$ cat config.mk
export PLATFORM = sky130hd
export DESIGN_NAME = xnor_accum
export DESIGN_NICKNAME = d
export VERILOG_FILES = /design/src/rtl/xnor_accum.sv
export SDC_FILE = /design/constraint.sdc
export NUM_CORES = 1
export LEC_CHECK = 0
export ABC_AREA = 0
export CAP_MARGIN = 25
export CORE_UTILIZATION = 57
export CTS_CLUSTER_DIAMETER = 80
export DETAILED_ROUTE_END_ITERATION = 7
export PLACE_DENSITY_LB_ADDON = 0.25
export SLEW_MARGIN = 20
export SYNTH_ARGS = -nofsm -noshare
export SYNTH_HDL_FRONTEND = slang
export SYNTH_SLANG_ARGS = --single-unit
$ cat constraint.sdc
create_clock -name clk -period 6.4 [get_ports clk]
set_clock_uncertainty 0.05 [all_clocks]
set_input_delay 1.92 -clock clk [delete_from_list [all_inputs] [get_ports clk]]
set_output_delay 1.92 -clock clk [all_outputs]
set_load 0.02 [all_outputs]
$ cat src/rtl/xnor_accum.sv
// xnor_accum
// Sequential XNOR-popcount accumulator for the binary MLP datapath. Each
// accepted beat of packed binary activations/weights (1 = +1, 0 = -1) adds
// its bipolar dot product, 2*popcount(~(act ^ wgt)) - WORD_W, to a 15-bit
// signed running sum. When a neuron finishes, the sum is presented on accum1
// (layer 1, full width) or accum2 (layer 2, saturated to 7 bits). The layer
// is chosen by l1_in at start.
//
// Ports
//   clk, rst            clock; asynchronous active-high reset
//   start, l1_in        begin a neuron (IDLE only); layer select 1 = L1, 0 = L2
//   act, wgt, in_valid  input beat; accepted when in_valid & in_ready
//   in_ready            high while accumulating
//   l1                  layer flag of the current/last result
//   accum1, accum2      layer-1 / layer-2 results, two's complement
//   out_valid           result available; consumed when out_valid & out_ready
//   out_ready           consumer ready
module xnor_accum #(
   parameter int unsigned WORD_W   = 16,
   parameter int unsigned L1_BEATS = 49,
   parameter int unsigned L2_BEATS = 3
) (
   input  logic              clk,
   input  logic              rst,
   input  logic              start,
   input  logic              l1_in,
   input  logic [WORD_W-1:0] act,
   input  logic [WORD_W-1:0] wgt,
   input  logic              in_valid,
   output logic              in_ready,
   output logic              l1,
   output logic [14:0]       accum1,
   output logic [6:0]        accum2,
   output logic              out_valid,
   input  logic              out_ready
);

   localparam int unsigned MaxBeats = (L1_BEATS > L2_BEATS) ? L1_BEATS : L2_BEATS;
   localparam int unsigned CntW     = (MaxBeats > 1) ? $clog2(MaxBeats) : 1;
   localparam int unsigned PopW     = $clog2(WORD_W + 1);

   localparam logic [CntW-1:0] L1Last = CntW'(L1_BEATS - 1);
   localparam logic [CntW-1:0] L2Last = CntW'(L2_BEATS - 1);

   typedef enum logic [1:0] {StIdle, StAccum, StDone} state_t;

   state_t             r_state;
   logic [CntW-1:0]    r_cnt;
   logic signed [14:0] r_sum;
   logic               r_l1;
   logic               r_in_ready;
   logic               r_out_valid;
   logic [14:0]        r_accum1;
   logic [6:0]         r_accum2;

   logic [WORD_W-1:0]  w_xnor;
   logic [PopW-1:0]    w_pop;
   logic signed [14:0] w_beat;
   logic signed [14:0] w_sum_next;
   logic [6:0]         w_sat;
   logic               w_last;

   // Per-beat bipolar partial sum: agreements count +1, disagreements -1.
   always_comb begin
      w_xnor = ~(act ^ wgt);
      w_pop  = '0;
      for (int i = 0; i < int'(WORD_W); i++) begin
         w_pop = w_pop + PopW'(w_xnor[i]);
      end
      w_beat     = signed'(15'({w_pop, 1'b0})) - signed'(15'(WORD_W));
      w_sum_next = r_sum + w_beat;
   end

   always_comb begin
      if (w_sum_next > 15'sd63) begin
         w_sat = 7'h3F;
      end else if (w_sum_next < -15'sd64) begin
         w_sat = 7'h40;
      end else begin
         w_sat = w_sum_next[6:0];
      end
   end

   assign w_last = (r_cnt == (r_l1 ? L1Last : L2Last));

   always_ff @(posedge clk or posedge rst) begin
      if (rst) begin
         r_state     <= StIdle;
         r_cnt       <= '0;
         r_sum       <= '0;
         r_l1        <= 1'b0;
         r_in_ready  <= 1'b0;
         r_out_valid <= 1'b0;
         r_accum1    <= '0;
         r_accum2    <= '0;
      end else begin
         case (r_state)
            StIdle: begin
               if (start) begin
                  r_l1       <= l1_in;
                  r_sum      <= '0;
                  r_cnt      <= '0;
                  r_in_ready <= 1'b1;
                  r_state    <= StAccum;
               end
            end
            StAccum: begin
               if (in_valid) begin
                  r_sum <= w_sum_next;
                  r_cnt <= r_cnt + CntW'(1);
                  if (w_last) begin
                     // Results are captured from the sum including this last beat.
                     if (r_l1) begin
                        r_accum1 <= w_sum_next;
                     end else begin
                        r_accum2 <= w_sat;
                     end
                     r_in_ready  <= 1'b0;
                     r_out_valid <= 1'b1;
                     r_state     <= StDone;
                  end
               end
            end
            StDone: begin
               if (out_ready) begin
                  r_out_valid <= 1'b0;
                  r_state     <= StIdle;
               end
            end
            default: begin
               r_in_ready  <= 1'b0;
               r_out_valid <= 1'b0;
               r_state     <= StIdle;
            end
         endcase
      end
   end

   assign in_ready  = r_in_ready;
   assign out_valid = r_out_valid;
   assign l1        = r_l1;
   assign accum1    = r_accum1;
   assign accum2    = r_accum2;

endmodule

==> reports/results.tsv <==
metric	value	unit
initial antenna violation count	0	
Setup CP Type	in2reg	
unrepaired setup endpoints after global routing	true	
die height	78.90	microns
Buffers & Inverters on Critical Path	8	
setup violators final	29	
Max Fclk	0.1252	GHz
Worst-Skew Late Latency	0.31	ns
crit-path max FO	6	
ant diodes	0	
post-DP HPWL	6439	microns
top-count cell post-synth	nand2_1	
Fill cells	173	
Critical-path top delay cell	fa_1	
cts bufs inserted	5	
Mapped Cells	368	
core area	5608	sq um
post-synth top area share	34.15	%
Final WS setup	-1.587	ns
crit start category	input port	
worst path arrival time	8.12	ns
Syn Nets	429	
Crit path max-delay family	adder cells	
Routed WL per cell	26.44	microns
DRT iter0 DRCs	709	
Hold Fails Final Rpt	0	
DIE AREA	6225	sq um
final hold slack	0.4472	ns
via count	3966	
synthesis warning total	0	
Sink Count	46	
first-pass GRT wire length	17100	microns
Initial Util	60.11	%
post-synth cell types	64	
num ports	63	
largest net degree at the start of global routing	47	
Max-Cap Viols	0	
all-layer global routing usage	36.33	%
drt total wl	15040	microns
CTS tree	yes	
most used cell, CP	fa_2	
I/O Buffers	61	
CP max stage delay	0.55	ns
drt pass-1 iters	8	
Mapped Area	3371	sq um
Least-Margin Pin Slew	0.9836	ns
Synth area leader	dfrtp_1	
most common library cells after synthesis	52 x nand2_1, 46 x dfrtp_1, 28 x o21ai_0	
H-Tree Depth	2	
CTS max path bufs	2	
Tmin final	7.987	ns
# nets final	558	
Critical Path RT	6.53	ns
Main synth FF type	dfrtp_1	
failing checks	DRC, setup timing	
Detail Route Antenna Nets	0	
number of global-route vias before repair	3516	
status	finished, violations left	
Relative slew margins	34.24	%
site row count	27	
Tcrit/Tclk final	124.8	%
#FFs+latches synth	46	
sequential element share of the synthesized area	34.15	%
synthesis-to-finish area growth	55.61	%
gr ovfl total	0	
ys async rst share	100.0	%
die width	78.90	microns
top cells by area, synth	dfrtp_1 34%, fa_1 6.5%, nand2_1 5.8%	
clock-pin slew on the worst setup and hold paths	0.09	ns
share of post-route cells with drive strength above 1	40.24	%
Mean Syn Cell Area	9.160	sq um
number of synthesized flops with an enable pin	0	
DRC Markers	3	
Slew Limit Fails	0	
GP Congestion	0.9258	
Hold Crit Class	reg2reg	
Root Buffer Master	clkbuf_8	
crit end category	flip-flop	
vias per std cell	6.970	
-- area by class of cell --
class	count	area, sq um	area share [%]
clock buffer	7	76.32	1.455
inverter	23	88.84	1.694
multi-input combinational	282	2638	50.29
sequential	46	1151	21.95
tap	72	90.09	1.718
timing repair buffer	139	1201	22.90
-- flip-flops by register name, indices dropped and copies added (netlist names) --
signal / flops
out_valid: 1
r_cnt: 6
l1: 1
in_ready: 1
r_sum: 14
r_state: 2
accum2: 7
accum1: 14
-- per-stage QoR --
| step | setup slack (ns) | cell area (sq um) | util [%] | instances | setup TNS [ns] |
|---|---|---|---|---|---|
| 6_report | -1.587 | 5245 | 93.53 | 569 | -29.21 |
| 3_5_place_dp | -2.077 | 4507 | 80.37 | 536 | -41.39 |
| 2_1_floorplan | -1.288 | 3497 | - | 368 | -18.29 |
| 3_3_place_gp | -1.969 | 4507 | 80.37 | 536 | -38.11 |
| 4_1_cts | -1.277 | 4850 | 86.48 | 553 | -20.94 |
| 5_1_grt | -1.749 | 5245 | 93.53 | 569 | -32.63 |
-- cells by family (layout without fill, tap and decap cells) --
logic type / after synthesis / in the layout / synth area share (%)
AND/OR/NAND/NOR: 130 / 130 / 18.89
AO/OA/AOI/OAI: 83 / 83 / 18.34
flip-flops: 46 / 46 / 34.15
buffers and inverters: 40 / 169 / 4.788
XOR/XNOR: 36 / 36 / 9.800
adder cells (fa/ha/maj): 24 / 24 / 11.28
multiplexers: 8 / 8 / 2.635
other: 1 / 1 / 0.1113
-- timing repair --
action / CTS / global route
endpoints found under the setup margin: 29 / 29
resized for setup: 96 / 82
buffers inserted: 10 / 19
hold buffers: 0 / 0
pin swaps: 31 / 50
-- placed cells by master (no fill, tap or decap), drive strengths merged, types with 3 or more instances in the layout --
cell type / synthesis / routed
dfrtp: 46 / 46
o211ai: 3 / 3
mux2: 4 / 4
xor2: 16 / 16
or2: 3 / 3
nor2b: 6 / 6
buf: 7 / 88
nand4: 3 / 3
clkdlybuf4s50: 0 / 43
nand2: 52 / 52
o21ai: 29 / 29
mux2i: 4 / 4
nor2: 25 / 25
inv: 23 / 22
nand3: 16 / 16
ha: 12 / 12
o22ai: 5 / 5
and3: 4 / 4
xnor2: 20 / 20
or4: 3 / 3
nor3: 7 / 7
a21o: 3 / 3
nor3b: 3 / 3
clkbuf: 10 / 15
a22o: 9 / 9
a21oi: 13 / 13
fa: 11 / 11
-- layer usage --
metal | GRT usage, % | routed length, microns | vias up
li1 | - | - | 1524
met1 | 42.56 | 4847 | 1827
met2 | 62.61 | 6680 | 438
met3 | 6.552 | 1960 | 173
met4 | 20.91 | 1446 | 4
met5 | 0 | 109 | -
-- final timing paths --
kind / slack [ns] / to / from / depth (start not counted)
setup / recovery: -1.59 / accum2[5] / act[3] / 27
hold / removal: 0.45 / accum1[5] / accum1[5] / 2
setup reg to reg: 2.87 / accum2[5] / r_state[0] / 8
hold reg to reg: 0.45 / accum1[5] / accum1[5] / 2
max in group asynchronous: 3.89 / accum2[0] / rst / 3
min in group asynchronous: 2.02 / accum1[13] / rst / 3
-- worst reg2reg max path, cell delays in order, from the launching register on --
cell and delay, ns:
dfrtp_1 0.45, nor2b_1 0.27, and2_1 0.69, and3_1 0.66
nand2_1 0.19, or4_4 0.60, o41ai_4 0.23, buf_6 0.19
o22ai_2 0.08
Power is left out: the tool's default activity adds up to more than one toggle a clock period on the data nets, which glitch-free logic cannot reach.
